<file path="config.mk">
export PLATFORM = sky130hd
export DESIGN_NAME = sensor_event_gen
export DESIGN_NICKNAME = d
export VERILOG_FILES = /design/src/rtl/sensor_event_gen.sv
export SDC_FILE = /design/constraint.sdc
export NUM_CORES = 1
export LEC_CHECK = 0
export BUFFER_PORTS_ARGS = -buffer_cell sky130_fd_sc_hd__clkbuf_2
export CORE_MARGIN = 2
export CORE_UTILIZATION = 50
export CTS_CLUSTER_SIZE = 12
export DETAILED_ROUTE_END_ITERATION = 16
export PLACE_DENSITY = 0.73
export SLEW_MARGIN = 20
export SYNTH_ARGS = -nofsm -noshare
export SYNTH_HDL_FRONTEND = slang
export SYNTH_SLANG_ARGS = --single-unit
</file>
<file path="constraint.sdc">
create_clock -name clk -period 1.8 [get_ports clk]
set_input_delay 0 -clock clk [delete_from_list [all_inputs] [get_ports clk]]
set_output_delay 0 -clock clk [all_outputs]
set_load 0.005 [all_outputs]
</file>
<file path="src/rtl/sensor_event_gen.sv">
// Sensor front-end: thresholds, hysteresis and persistence filtering
// of raw samples into enable/warning/alarm/vent events, plus a watchdog.
module sensor_event_gen #(
    parameter int WIDTH      = 8,
    parameter int WARN_TH    = 100,
    parameter int ALARM_TH   = 150,
    parameter int HYST       = 10,
    parameter int PERSIST    = 3,
    parameter int VENT_DELAY = 5,
    parameter int TIMEOUT    = 64
) (
    input  logic             clk,
    input  logic             reset,
    input  logic             enable,
    input  logic             sample_valid,
    input  logic [WIDTH-1:0] sample,
    output logic             en_o,
    output logic             aviso,
    output logic             alarma,
    output logic             vent,
    output logic             sensor_fault,
    output logic [2:0]       level
);

    typedef enum logic [2:0] {
        IDLE   = 3'd0,
        NORMAL = 3'd1,
        WARN   = 3'd2,
        ALARM  = 3'd3,
        VENT   = 3'd4
    } state_t;

    localparam int PW = $clog2(PERSIST + 1);
    localparam int VW = $clog2(VENT_DELAY + 1);
    localparam int TW = $clog2(TIMEOUT + 1);

    // Falling thresholds saturate at zero, making the down condition unreachable.
    localparam int W_LO_I = (WARN_TH > HYST) ? WARN_TH - HYST : 0;
    localparam int A_LO_I = (ALARM_TH > HYST) ? ALARM_TH - HYST : 0;

    localparam logic [WIDTH:0] W_HI  = (WIDTH+1)'(WARN_TH);
    localparam logic [WIDTH:0] A_HI  = (WIDTH+1)'(ALARM_TH);
    localparam logic [WIDTH:0] W_LO  = (WIDTH+1)'(W_LO_I);
    localparam logic [WIDTH:0] A_LO  = (WIDTH+1)'(A_LO_I);
    localparam logic [PW:0]    P_LIM = (PW+1)'(PERSIST);
    localparam logic [VW-1:0]  V_LIM = VW'(VENT_DELAY);
    localparam logic [TW-1:0]  T_LST = TW'(TIMEOUT - 1);

    state_t         state, state_n;
    logic [PW-1:0]  pcnt, pcnt_n, pbase;
    logic [PW:0]    pnext;
    logic           pdir, pdir_n;
    logic [VW-1:0]  vcnt, vcnt_n, vnext;
    logic [TW-1:0]  wd, wd_n;
    logic           fault_n;
    logic [WIDTH:0] s;
    logic           up, dn;
    state_t         up_tgt, dn_tgt;

    assign s = {1'b0, sample};

    always_comb begin
        up     = 1'b0;
        dn     = 1'b0;
        up_tgt = state;
        dn_tgt = state;
        unique case (state)
            NORMAL: begin
                up     = s >= W_HI;
                up_tgt = WARN;
            end
            WARN: begin
                up     = s >= A_HI;
                dn     = s < W_LO;
                up_tgt = ALARM;
                dn_tgt = NORMAL;
            end
            ALARM: begin
                dn     = s < A_LO;
                dn_tgt = WARN;
            end
            VENT: begin
                dn     = s < A_LO;
                dn_tgt = NORMAL;
            end
            default: ;
        endcase
    end

    // A run in the opposite direction restarts the shared count from zero.
    assign pbase = (pdir == up) ? pcnt : '0;
    assign pnext = (PW+1)'(pbase) + (PW+1)'(1);
    assign vnext = vcnt + VW'(1);

    always_comb begin
        state_n = state;
        pcnt_n  = pcnt;
        pdir_n  = pdir;
        vcnt_n  = vcnt;
        wd_n    = wd;
        fault_n = sensor_fault;
        if (!enable) begin
            state_n = IDLE;
            pcnt_n  = '0;
            pdir_n  = 1'b0;
            vcnt_n  = '0;
            wd_n    = '0;
            fault_n = 1'b0;
        end else if (state == IDLE) begin
            state_n = NORMAL;
        end else if (sensor_fault) begin
            state_n = state;
        end else if (!sample_valid) begin
            wd_n = wd + TW'(1);
            if (wd == T_LST) fault_n = 1'b1;
        end else begin
            wd_n = '0;
            if (up || dn) begin
                pcnt_n = pnext[PW-1:0];
                pdir_n = up;
            end else begin
                pcnt_n = '0;
            end
            if (state == ALARM) vcnt_n = vnext;
            if ((up || dn) && pnext >= P_LIM) begin
                state_n = up ? up_tgt : dn_tgt;
                pcnt_n  = '0;
                pdir_n  = 1'b0;
                vcnt_n  = '0;
            end else if (state == ALARM && vnext >= V_LIM) begin
                state_n = VENT;
                pcnt_n  = '0;
                pdir_n  = 1'b0;
                vcnt_n  = '0;
            end
        end
    end

    always_ff @(posedge clk) begin
        if (reset) begin
            state        <= IDLE;
            pcnt         <= '0;
            pdir         <= 1'b0;
            vcnt         <= '0;
            wd           <= '0;
            sensor_fault <= 1'b0;
            en_o         <= 1'b0;
            aviso        <= 1'b0;
            alarma       <= 1'b0;
            vent         <= 1'b0;
            level        <= 3'd0;
        end else begin
            state        <= state_n;
            pcnt         <= pcnt_n;
            pdir         <= pdir_n;
            vcnt         <= vcnt_n;
            wd           <= wd_n;
            sensor_fault <= fault_n;
            en_o         <= state_n != IDLE;
            aviso        <= state_n == WARN;
            alarma       <= (state_n == ALARM) || (state_n == VENT);
            vent         <= state_n == VENT;
            level        <= state_n;
        end
    end

endmodule

</file>
==> flow_summary.json <==
{
  "outcome": "complete, but fails checks",
  "violations": "setup timing",
  "post_synth_xor_area_fraction_pct": 3.36,
  "floorplan.initialDensity_pct": 52.6,
  "detailedPlacementHpwl_um": 2220,
  "synth_area_sq_mm": 0.00130,
  "detail_route.drc_violations": 0,
  "post_drt_via_cell_ratio": 5.72,
  "die_h_um": 55.1,
  "routed_wire_length_per_instance_um": 13.8,
  "maxSlewHeadroom_pct": 68.9,
  "post-route-period-util_pct": 107,
  "synth_cell_types": 53,
  "met2WireLength_um": 1560,
  "cts_root_buf": "clkbuf_4",
  "overflow": 0,
  "synth_edf_count": 0,
  "core-area_sq_mm": 0.00248,
  "cts.clk_slew.worst_paths_ns": 0.11,
  "leakagePower_nw": 0.705,
  "reg2reg_setup_slack_ns": -0.12,
  "synth_top_family_by_area": "simple AND/OR/NAND/NOR gates",
  "seq_power_share_pct": 59.0,
  "layout_commonest_cell": "buf_4",
  "cap_viol_max_count": 0,
  "detailedPlace.worstSlack_ns": -0.223,
  "hold_violations": 0,
  "synth_adder_area_share_pct": 3.65,
  "yosys_register_bits": 21,
  "path_class": "reg -> reg",
  "nets": 209,
  "power.density_mw_per_mm2": 459,
  "critical_path.max_fanout": 5,
  "htreeDepth": 1,
  "route.vias.total": 1275,
  "max_freq_ghz": 0.521,
  "start_kind": "flip-flop",
  "synth.net_count": 164,
  "wl_um": 3080,
  "vdd_drop_max_mv": 0.421,
  "area_growth_pct": 33.1,
  "finalInstanceArea_sq_mm": 0.00174,
  "routed.top_layer": "met4",
  "clockBufferDepth": 2,
  "mostFrequentLayoutCells": "buf_4 (25), nor2_1 (18), clkbuf_2 (18)",
  "period_needed_ns": 1.92,
  "cts_made_buffers": 3,
  "cp_data_arrival_time_ns": 2.19,
  "diodes": 0,
  "worst_slack_ns": -0.120,
  "floorplan.rows": 18,
  "power.internal_mw": 0.596,
  "worst_path_max_delay_cell": "dfxtp_2",
  "synth_simple_gate_area_share_pct": 30.5,
  "synth_warnings": 0,
  "grt_pass1_wl_um": 4870,
  "setup_viol_count_final": 6,
  "compound_gate_portion_of_the_synthesized_area_pct": 24.3,
  "sw_frac_of_total_pct": 25.2,
  "portBuffers": 18,
  "power.total_mw": 0.796,
  "setup_repair_after_global_routing_missed_its_margin": "yes",
  "synth.avg_cell_area_sq_um": 8.75,
  "fin_tns_setup_ns": -0.346,
  "antenna_found_initial": 0,
  "overall_die_area_sq_mm": 0.00303,
  "ioPinCount": 20,
  "drt_iter0_markers": 19,
  "clock-skew-final_ns": 0.00940,
  "clock_power_share_pct": 28.4,
  "synth.yosys.seq_area_share_pct": 32.2,
  "drive_above_1_share_pct": 40.9,
  "timing.critical_path.required_ns": 2.07,
  "cts.sinks": 21,
  "first_global_vias": 1207,
  "worst_tran_pin_value_ns": 0.466,
  "total_routing_resource_utilization_after_global_routing_pct": 22.3,
  "first_pass_iters": 4,
  "asyncSetResetFlopFracSynth_pct": 0,
  "cp_slowest_stage_delay_ns": 0.36,
  "critical_path.n_buffers_inverters": 2,
  "clock_insertion_delay_worst_skew_ns": 0.31,
  "dpl_cell_area_sq_mm": 0.00156,
  "critPathTopFamily": "compound AO/OA/AOI/OAI gates",
  "p_sw_mw": 0.200,
  "worstSetupEndpointType": "flip-flop",
  "yosys_most_used_dff": "dfxtp_1",
  "drt.antenna.violating_nets": 0,
  "post_synth_mux_area_share_pct": 1.82,
  "routed-wl-met3_um": 91,
  "globalplace.congestion": 0.865,
  "holdCritPathClass": "in -> reg",
  "chip_width_um": 55.1,
  "timing.final.max_slew_violations": 0,
  "postSynthCellCount": 149,
  "comb_power_share_pct": 12.6,
  "wirelength_met1_um": 1390,
  "path_cells": "inv_1, ha_4, nor2_1, a211o_1, buf_4, nor2_2, o22ai_2, nor4bb_4, a31o_1",
  "pin_count_of_the_biggest_net_entering_global_routing": 12,
  "tritoncts": "built"
}
stage by stage:
| step | std cells | hold slack [ns] | util, % |
|---|---|---|---|
| floorplan | 149 | 0.0842 | - |
| global placement | 211 | 0.308 | 63.1 |
| CTS | 221 | 0.0140 | 67.9 |
| global route | 223 | 0.0411 | 70.1 |
| detailed placement | 211 | 0.323 | 63.1 |
| finish | 223 | 0.0243 | 70.1 |
logic make-up after synthesis:
| family | Yosys count |
|---|---|
| buf+inv | 10 |
| flops | 21 |
| xor+xnor | 5 |
| compound gates | 38 |
| mux | 2 |
| simple gates | 69 |
| fa+ha+maj | 4 |
power by group through the flow:
stage / clock network [mW] / logic (mW) / registers (mW)
final: 0.226 / 0.101 / 0.469
after global routing: 0.251 / 0.111 / 0.470
after CTS: 0.236 / 0.0952 / 0.471
after detailed placement: 0 / 0.0898 / 0.481
after global placement: 0 / 0.0876 / 0.481
after floorplan: 0 / 0.0496 / 0.480
layout make-up:
class	instances	area, sq um
Clock buffer	4	26.3
Fill cell	207	742
Inverter	5	18.8
Multi-Input combinational cell	118	925
Sequential cell	21	429
Tap cell	30	37.5
Timing Repair Buffer	45	299
final timing paths:
kind | startpoint | cells past startpoint | to
max | vcnt[0]$_SDFFE_PP0P_ | 9 | alarma$_SDFF_PP0_
min | sample_valid | 3 | wd[1]$_SDFFE_PP0P_
max reg2reg | vcnt[0]$_SDFFE_PP0P_ | 9 | alarma$_SDFF_PP0_
min reg2reg | wd[6]$_SDFFE_PP0P_ | 2 | wd[6]$_SDFFE_PP0P_
synthesized netlist by cell type, types with 2 or more instances:
| library cell | number | share of area (%) |
|---|---|---|
| or3_1 | 2 | 0.96 |
| inv_1 | 5 | 1.4 |
| nor4_1 | 2 | 0.96 |
| and3_1 | 3 | 1.4 |
| nand4_1 | 3 | 1.4 |
| o21ai_0 | 8 | 3.1 |
| nor3_1 | 2 | 0.77 |
| a21oi_1 | 10 | 3.8 |
| nand2b_1 | 5 | 2.4 |
| ha_1 | 3 | 2.9 |
| buf_6 | 2 | 1.7 |
| clkbuf_1 | 2 | 0.58 |
| and2_1 | 3 | 1.4 |
| nand3_1 | 4 | 1.5 |
| nand2_1 | 12 | 3.5 |
| xor2_1 | 4 | 2.7 |
| dfxtp_1 | 21 | 32 |
| nor2b_1 | 3 | 1.4 |
| nor2_1 | 21 | 6.0 |
flip-flops by register name, indices dropped and copies added, names as in the netlist:
register      count
en_o              1
pcnt              2
pdir              1
aviso             1
sensor_fault      1
vent              1
vcnt              3
wd                7
alarma            1
state             3
metal layers:
| metal | vias up | global-route usage, % |
|---|---|---|
| li1 | 632 | - |
| met5 | - | 0 |
| met1 | 614 | 25.3 |
| met4 | 0 | 8.94 |
| met2 | 24 | 41.1 |
| met3 | 5 | 3.76 |
repair_timing:
item,in CTS,in global routing
endpoints found under the setup margin,11,10
resized for setup,12,9
setup buffers,5,2
endpoints found under the hold margin,1,0
pin swaps,7,4
hold buffers,1,0
worst reg2reg max path, stage by stage, from the launching register on:
cell,delay (ns)
dfxtp_2,0.36
inv_1,0.08
ha_4,0.28
nor2_1,0.04
a211o_1,0.27
buf_4,0.16
nor2_2,0.11
o22ai_2,0.13
nor4bb_4,0.33
a31o_1,0.13
Power figures use the tool's default switching activity.
